File: config.mk
export PLATFORM = sky130hd
export DESIGN_NAME = alu_req_arbiter
export DESIGN_NICKNAME = d
export VERILOG_FILES = /design/src/rtl/alu_req_arbiter.sv
export SDC_FILE = /design/constraint.sdc
export NUM_CORES = 1
export LEC_CHECK = 0
export CAP_MARGIN = 10
export CORE_MARGIN = 1
export CORE_UTILIZATION = 25
export DETAILED_ROUTE_END_ITERATION = 7
export GPL_TIMING_DRIVEN = 0
export PLACE_DENSITY = 0.56
export SYNTH_ARGS = -nofsm -noshare
export SYNTH_HDL_FRONTEND = slang
export SYNTH_SLANG_ARGS = --single-unit
File: constraint.sdc
create_clock -name clk -period 4 [get_ports clk]
set_input_delay 0.6 -clock clk [delete_from_list [all_inputs] [get_ports clk]]
set_output_delay 0.6 -clock clk [all_outputs]
set_load 0.02 [all_outputs]
File: src/rtl/alu_req_arbiter.sv
// Round-robin front end that shares a single ALU8bit between NUM_REQ requesters.
// Holds one command in flight and returns the captured ALU outputs on a valid/ready channel.
module alu_req_arbiter #(
    parameter  int NUM_REQ = 2,
    parameter  int TAG_W   = 2,
    localparam int ID_W    = (NUM_REQ > 1) ? $clog2(NUM_REQ) : 1
) (
    input  logic                     clk,
    input  logic                     rst,
    input  logic [NUM_REQ-1:0]       req_valid,
    output logic [NUM_REQ-1:0]       req_ready,
    input  logic [4*NUM_REQ-1:0]     req_op,
    input  logic [8*NUM_REQ-1:0]     req_a,
    input  logic [8*NUM_REQ-1:0]     req_b,
    input  logic [TAG_W*NUM_REQ-1:0] req_tag,
    output logic [3:0]               alu_op,
    output logic [7:0]               alu_a,
    output logic [7:0]               alu_b,
    input  logic [7:0]               alu_result,
    input  logic [15:0]              alu_product,
    input  logic                     alu_of,
    input  logic                     alu_zero,
    input  logic                     alu_slt,
    output logic                     resp_valid,
    input  logic                     resp_ready,
    output logic [ID_W-1:0]          resp_id,
    output logic [TAG_W-1:0]         resp_tag,
    output logic [7:0]               resp_result,
    output logic [15:0]              resp_product,
    output logic                     resp_of,
    output logic                     resp_zero,
    output logic                     resp_slt,
    output logic                     resp_illegal
);

    typedef enum logic [1:0] {
        S_IDLE,
        S_ISSUE,
        S_CAPTURE,
        S_RESP
    } state_t;

    localparam logic [3:0] OP_NOP = 4'b1111;

    state_t            r_state;
    state_t            w_state_nxt;
    logic [ID_W-1:0]   r_ptr;
    logic [ID_W-1:0]   r_id;
    logic [TAG_W-1:0]  r_tag;
    logic [3:0]        r_alu_op;
    logic [7:0]        r_alu_a;
    logic [7:0]        r_alu_b;

    logic              r_resp_valid;
    logic [7:0]        r_resp_result;
    logic [15:0]       r_resp_product;
    logic              r_resp_of;
    logic              r_resp_zero;
    logic              r_resp_slt;
    logic              r_resp_illegal;

    logic [NUM_REQ-1:0] w_gnt;
    logic [ID_W-1:0]    w_gnt_idx;
    logic               w_found;
    logic [ID_W-1:0]    w_ptr_nxt;
    logic [3:0]         w_op;
    logic [7:0]         w_a;
    logic [7:0]         w_b;
    logic [TAG_W-1:0]   w_tag;
    logic               w_accept;
    logic               w_resp_done;

    // Two passes: indices at/after the pointer first, then the wrapped ones.
    always_comb begin
        w_gnt     = '0;
        w_gnt_idx = '0;
        w_found   = 1'b0;
        for (int i = 0; i < NUM_REQ; i++) begin
            if (!w_found && req_valid[i] && (i >= int'(r_ptr))) begin
                w_found   = 1'b1;
                w_gnt[i]  = 1'b1;
                w_gnt_idx = ID_W'(i);
            end
        end
        for (int i = 0; i < NUM_REQ; i++) begin
            if (!w_found && req_valid[i] && (i < int'(r_ptr))) begin
                w_found   = 1'b1;
                w_gnt[i]  = 1'b1;
                w_gnt_idx = ID_W'(i);
            end
        end
    end

    always_comb begin
        w_op  = '0;
        w_a   = '0;
        w_b   = '0;
        w_tag = '0;
        for (int i = 0; i < NUM_REQ; i++) begin
            if (w_gnt[i]) begin
                w_op  = req_op[i*4 +: 4];
                w_a   = req_a[i*8 +: 8];
                w_b   = req_b[i*8 +: 8];
                w_tag = req_tag[i*TAG_W +: TAG_W];
            end
        end
    end

    always_comb begin
        if (w_gnt_idx == ID_W'(NUM_REQ - 1)) begin
            w_ptr_nxt = '0;
        end else begin
            w_ptr_nxt = w_gnt_idx + ID_W'(1);
        end
    end

    assign w_accept    = (r_state == S_IDLE) && w_found;
    assign w_resp_done = (r_state == S_RESP) && resp_ready;

    always_ff @(posedge clk or posedge rst) begin
        if (rst) begin
            r_state <= S_IDLE;
        end else begin
            r_state <= w_state_nxt;
        end
    end

    always_comb begin
        w_state_nxt = r_state;
        unique case (r_state)
            S_IDLE:    if (w_accept) w_state_nxt = S_ISSUE;
            S_ISSUE:   w_state_nxt = S_CAPTURE;
            S_CAPTURE: w_state_nxt = S_RESP;
            S_RESP:    if (resp_ready) w_state_nxt = S_IDLE;
            default:   w_state_nxt = S_IDLE;
        endcase
    end

    // ALU inputs stay held through CAPTURE because its flags are combinational.
    always_ff @(posedge clk or posedge rst) begin
        if (rst) begin
            r_ptr    <= '0;
            r_id     <= '0;
            r_tag    <= '0;
            r_alu_op <= OP_NOP;
            r_alu_a  <= '0;
            r_alu_b  <= '0;
        end else if (w_accept) begin
            r_ptr    <= w_ptr_nxt;
            r_id     <= w_gnt_idx;
            r_tag    <= w_tag;
            r_alu_op <= w_op;
            r_alu_a  <= w_a;
            r_alu_b  <= w_b;
        end else if (r_state == S_CAPTURE) begin
            r_alu_op <= OP_NOP;
            r_alu_a  <= '0;
            r_alu_b  <= '0;
        end
    end

    always_ff @(posedge clk or posedge rst) begin
        if (rst) begin
            r_resp_valid   <= 1'b0;
            r_resp_result  <= '0;
            r_resp_product <= '0;
            r_resp_of      <= 1'b0;
            r_resp_zero    <= 1'b0;
            r_resp_slt     <= 1'b0;
            r_resp_illegal <= 1'b0;
        end else if (r_state == S_CAPTURE) begin
            r_resp_valid   <= 1'b1;
            r_resp_result  <= alu_result;
            r_resp_product <= alu_product;
            r_resp_of      <= alu_of;
            r_resp_zero    <= alu_zero;
            r_resp_slt     <= alu_slt;
            r_resp_illegal <= (r_alu_op >= 4'b1100);
        end else if (w_resp_done) begin
            r_resp_valid   <= 1'b0;
        end
    end

    assign req_ready    = (r_state == S_IDLE) ? w_gnt : '0;
    assign alu_op       = r_alu_op;
    assign alu_a        = r_alu_a;
    assign alu_b        = r_alu_b;
    assign resp_valid   = r_resp_valid;
    assign resp_id      = r_id;
    assign resp_tag     = r_tag;
    assign resp_result  = r_resp_result;
    assign resp_product = r_resp_product;
    assign resp_of      = r_resp_of;
    assign resp_zero    = r_resp_zero;
    assign resp_slt     = r_resp_slt;
    assign resp_illegal = r_resp_illegal;

endmodule

==> impl_metrics.tcl, run 1 <==
set metrics [dict create \
    viasPerCell 4.611 \
    cts_resized 0 \
    initial_utilization 0.2637 \
    setup_ws_ps 957.9 \
    ant_nets 0 \
    cts.sinks 55 \
    holdBufCountCts 0 \
    num_io_pins 130 \
    fin_crit_ps 3042 \
    rsz0062_at_grt "false" \
    drt-pass1-iter-count 4 \
    die_height_um 98.85 \
    synthFlopType "dfrtp_1" \
    skew_ps 8.766 \
    area_growth_pct 65.90 \
    r2r_slack_ps 2110 \
    yosys_warnings 0 \
    finalNetCount 393 \
    synth_fp_nets 256 \
    hold_path_class "reg2reg" \
    final_common_cell "clkdlybuf4s50_1" \
    num_antenna_cells 0 \
    crit_path_top_delay_cell "clkdlybuf4s50_1" \
    yosys.area.top_type "dfrtp_1" \
    setup_tns_ps 0 \
    start_kind "input port" \
    drive_above_1_share 0.1720 \
    power_density_mw_per_mm2 734.9 \
    synth.avg_cell_area_um2 13.32 \
    htree_levels 2 \
    ctsLongestPathBuffers 2 \
    tritoncts "built" \
    worstPathMaxFanout 10 \
    path_common_cell "clkdlybuf4s50_1" \
    avgRoutedWirePerCell_um 14.97 \
    clk_latency_ps 310 \
    cts_buffers 5 \
    synthArstFlopShare 1.000 \
    arrival_ps 2440 \
    yosysUniqueCellTypes 27 \
    tightest_slew_ps 559.8 \
    critPathCaptureType "output pin" \
    criticalPathCategory "in2out" \
    setup_viol 0 \
    fin_util 0.4375 \
    drc 0 \
    dp_slack_ps 951.5 \
    first_global_vias 2035 \
    synth_top_area_share 0.5443 \
    clock.fmax_mhz 328.7 \
    vias 1946 \
    fin_crit_sh 0.7605 \
    core.rowCount 34 \
    yosys_register_bits 55 \
    post-cts-setup-buffers 0 \
    status "finished, final reports clean" \
    drt-total-wl_mm 6.317 \
    cap_violations 0 \
    hpwl_mm 4.771 \
    die_w_um 98.85 \
    ir_drop_v 0.0002620 \
    final_cell_mix "clkdlybuf4s50_1 (129), dfrtp_1 (51), mux2_2 (27), nor3b_1 (16), a221o_1 (16)" \
    drv_slew 0 \
    cts.clk_slew.worst_paths_ps 100 \
    regArea_mm2 0.001381 \
    antenna_found_initial 0 \
    root_buffer "clkbuf_8" \
    die_area_mm2 0.009770 \
    fillers 873 \
    cpPeakStageDelay_ps 610 \
    worstPathRequired_ps 3400 \
    core_mm2 0.008891 \
    syn_area_mm2 0.002345 \
    gp_congestion 0.7061 \
    grt_usage 0.1320 \
    synth_edf_count 0 \
    grt_max_degree 31 \
    max_slew_margin 0.6263 \
    portBuffers 129 \
    synth.yosys.seq_area_share 0.5891 \
    netlist_instances 176 \
    timing.final.hold_violations 0 \
    grt_pass1_wl_mm 10.23 \
    ys_top_cells_by_area "dfrtp_1 (54%), mux2_2 (13%), a221o_1 (6.8%)" \
    p_leak_uw 0.001599 \
    path_cells "clkdlybuf4s50_1 -> nand2_2 -> nor2_4 -> buf_6 -> clkdlybuf4s50_1" \
    hold_slack_ps 495.3 \
    grt.overflow.total 0 \
    drt_iter0_markers 37 \
    multi_input_area_um2 855.8 \
]
[critical path: cells and delay by family]
kind / cells / cell delay [ps]
AND/OR/NAND/NOR: 2 / 450
buffers and inverters: 3 / 1380
[where the power goes]
part / internal (µW) / switching, µW / total (µW) / leakage (µW)
sequential: 821 / 123 / 944 / 0.000658
clock: 142 / 190 / 332 / 0.0000474
combinational: 825 / 758 / 1580 / 0.000894
total: 1790 / 1070 / 2860 / 0.00160
[layout make-up]
cell class / instances / area share
Buffer: 12 / 0.01801
Clock buffer: 6 / 0.02123
Clock inverter: 2 / 0.004181
Multi-Input combinational cell: 99 / 0.2200
Inverter: 10 / 0.009649
Sequential cell: 55 / 0.3551
Tap cell: 108 / 0.03474
Timing Repair Buffer: 130 / 0.3371
[logic make-up after synthesis]
kind of cell / share of synthesized area
mux: 0.1387
compound gates: 0.1115
buf+inv: 0.04589
flops: 0.5891
fa+ha+maj: 0.02135
simple gates: 0.09339
[metal layers]
layer	GRT usage	up-vias	share of wire
li1	-	913	-
met1	0.1682	948	0.45
met2	0.2205	79	0.47
met3	0.04043	6	0.072
met4	0.02755	0	0.0076
met5	0	-	0
[synthesized netlist by cell type, types with 2 or more instances]
master,number
o32ai_1,2
dfstp_2,4
mux2_2,27
nor3_1,8
nor2_1,3
a211oi_1,4
a221o_1,16
nand2_1,3
o21ai_0,2
nor3b_1,16
dfrtp_1,51
inv_1,10
buf_6,2
clkbuf_1,2
buf_2,8
ha_1,4
a21oi_1,4
[final timing paths]
kind / from / end / cells past startpoint
max: req_valid[1] / req_ready[1] / 5
min in group asynchronous: rst / resp_product[7] / 2
max in group asynchronous: rst / alu_op[3] / 3
min reg2reg: resp_valid / resp_valid / 1
min: resp_valid / resp_valid / 1
max reg2reg: r_state[0] / alu_b[6] / 6
[metrics by stage]
step           power (µW)  cell area (µm²)  cells
5_1_grt              3037             3890    422
4_1_cts              2905             3890    422
2_1_floorplan        1844             2345    176
6_report             2859             3890    422
3_5_place_dp         2563             3791    414
3_3_place_gp         2536             3771    413
[state kept, by name, summed over array words and instances, names as in the netlist]
name / count
resp_valid: 1
resp_tag: 2
alu_a: 8
alu_b: 8
r_state: 2
resp_of: 1
resp_zero: 1
resp_id: 1
r_ptr: 1
resp_result: 8
resp_slt: 1
resp_illegal: 1
resp_product: 16
alu_op: 4
Note: power is estimated with default switching activity, not from simulation.
==> inputs of run 2 (changes only) <==
--- a/config.mk
+++ b/config.mk
@@ -10,7 +10,7 @@
 export CORE_UTILIZATION = 25
 export DETAILED_ROUTE_END_ITERATION = 7
 export GPL_TIMING_DRIVEN = 0
-export PLACE_DENSITY = 0.56
+export PLACE_DENSITY = 0.58
 export SYNTH_ARGS = -nofsm -noshare
 export SYNTH_HDL_FRONTEND = slang
 export SYNTH_SLANG_ARGS = --single-unit
==> constraint.sdc (replaced) <==
create_clock -name clk -period 2.7 [get_ports clk]
set_input_delay 0.405 -clock clk [delete_from_list [all_inputs] [get_ports clk]]
set_output_delay 0.405 -clock clk [all_outputs]
set_load 0.02 [all_outputs]
==> run 2 against run 1 <==
  * Count of clock-buffer cells in the layout unchanged
  * Flip-flop and latch count unchanged
  * Worst hold slack got worse by 6.7 ps
  * Power increased by 54%
  * Sequential power increased by 48%
  * First-iteration DRC count increased by 54%
  * Clock power increased by 94%
  * Register-to-register slack got worse by 1300 ps
  * Critical path type is now reg2out
  * Critical endpoint unchanged
==> impl_metrics.tcl, run 2 (synthesis results as in run 1) <==
set metrics [dict create \
    status "finished, final reports clean" \
    path_cells "inv_1 -> ha_2 -> nand2_2 -> nor2_4 -> buf_6 -> clkdlybuf4s50_1" \
    reg2reg_to "alu_b[4]" \
    cts.clk_slew.worst_paths_ps 90 \
    endpoint "req_ready[1]" \
    tritoncts "built" \
    final_cell_mix "clkdlybuf4s50_1 (128), dfrtp_1 (51), mux2_2 (27), nor3b_1 (16), a221o_1 (16)" \
    initial_utilization 0.2637 \
    drt_iter0_markers 57 \
    final_common_cell "clkdlybuf4s50_1" \
    drc 0 \
    cap_violations 0 \
    crit_path_top_delay_cell "clkdlybuf4s50_1" \
    avgRoutedWirePerCell_um 15.02 \
    post-place-cells 414 \
    core.rowCount 34 \
    grt_usage 0.1343 \
    r2r-start "r_state[0]" \
    ir_drop_v 0.0003886 \
    fin_crit_sh 0.9422 \
    clk_latency_ps 300 \
    num_antenna_cells 0 \
    num_io_pins 130 \
    first_global_vias 2003 \
    tightest_slew_ps 633.9 \
    reg2reg_depth 6 \
    fin_cells 423 \
    largest_reg_flops 16 \
    die_w_um 98.85 \
    antenna_found_initial 0 \
    hold_slack_ps 488.6 \
    die_area_mm2 0.009770 \
    ctsLongestPathBuffers 2 \
    hpwl_mm 4.773 \
    place_area_mm2 0.003791 \
    drt-total-wl_mm 6.355 \
    cts.sinks 55 \
    grt_pass1_wl_mm 10.32 \
    drive_above_1_share 0.1746 \
    worstPathRequired_ps 2300 \
    clock.fmax_mhz 393.1 \
    startpoint "r_state[0]" \
    core_mm2 0.008891 \
    grt.overflow.total 0 \
    p_leak_uw 0.001627 \
    r2r_slack_ps 810 \
    drt-pass1-iter-count 4 \
    vias 1939 \
    finalNetCount 394 \
    portBuffers 129 \
    root_buffer "clkbuf_8" \
    fin_crit_ps 2544 \
    cts_buffers 5 \
    skew_ps 3.670 \
    final_area_mm2 0.003943 \
    cpPeakStageDelay_ps 610 \
    setup_viol 0 \
    arrival_ps 2140 \
    area_growth_pct 68.14 \
    die_height_um 98.85 \
    grt_max_degree 29 \
    drv_slew 0 \
    critPathCaptureType "output pin" \
    htree_levels 2 \
    rsz0062_at_grt "false" \
    power_density_mw_per_mm2 1115 \
    hold_path_class "reg2reg" \
    timing.final.hold_violations 0 \
    finalPower_uw 4394 \
    start_kind "flop" \
    viasPerCell 4.584 \
    criticalPathCategory "reg2out" \
    ant_nets 0 \
    max_slew_margin 0.5768 \
    gp_congestion 0.6626 \
    worstPathMaxFanout 10 \
]
## run 2: stage by stage
step	setup TNS (ps)	utilization	setup slack, ps
2_1_floorplan	0	-	958.7
3_3_place_gp	-13270	0.4241	-262.7
3_5_place_dp	0	0.4264	29.77
4_1_cts	0	0.4431	92.16
5_1_grt	0	0.4434	21.45
6_report	0	0.4434	156.1
## run 2: timing repair
action,4_1_cts,5_1_grt
pin swaps,1,0
buffers inserted,1,0
hold buffers,0,0
endpoints found under the setup margin,2,1
gates resized for setup,3,1
## run 2: worst min-delay path by stage
stage / startpoint / end / slack [ps] / cells after the start
detailed placement: resp_valid / resp_valid / 470 / 1
global placement: resp_valid / resp_valid / 460 / 1
floorplan: r_ptr / r_ptr / 490 / 1
global route: resp_valid / resp_valid / 530 / 1
finish: resp_valid / resp_valid / 490 / 1
CTS: resp_valid / resp_valid / 500 / 1
## run 2: power by group
part	switching, µW	internal (µW)
clock	273	371
combinational	1120	1230
sequential	183	1220
total	1580	2820
## run 2: layer usage
metal  vias to the layer above  global-route usage  share of wire
li1                        916                   -              -
met1                       943              0.1709           0.44
met2                        73              0.2265           0.48
met3                         7             0.03759          0.064
met4                         0             0.02985          0.011
met5                         -                   0              0
## run 2: worst max-delay path: cells and delay by family (launching register included)
family / cells / cell delay (ps)
simple gates: 2 / 310
fa+ha+maj: 1 / 250
buf+inv: 3 / 890
flops: 1 / 390
## run 2: area by class of cell
class / count / area (µm²)
Sequential cell: 55 / 1381
Tap cell: 108 / 135.1
Inverter: 10 / 37.54
Multi-Input combinational cell: 99 / 865.8
Timing Repair Buffer: 131 / 1318
Clock buffer: 6 / 72.57
Clock inverter: 2 / 60.06
Fill cell: 871 / 4949
Buffer: 12 / 72.57
==> inputs of run 3 (changes only) <==
--- a/config.mk
+++ b/config.mk
@@ -8,9 +8,11 @@
 export CAP_MARGIN = 10
 export CORE_MARGIN = 1
 export CORE_UTILIZATION = 25
+export CTS_CLUSTER_DIAMETER = 40
 export DETAILED_ROUTE_END_ITERATION = 7
 export GPL_TIMING_DRIVEN = 0
 export PLACE_DENSITY = 0.58
+export SLEW_MARGIN = 0
 export SYNTH_ARGS = -nofsm -noshare
 export SYNTH_HDL_FRONTEND = slang
 export SYNTH_SLANG_ARGS = --single-unit
==> results of run 3 <==
No change in the layout: final DEF, timing and power equal those of run 2.
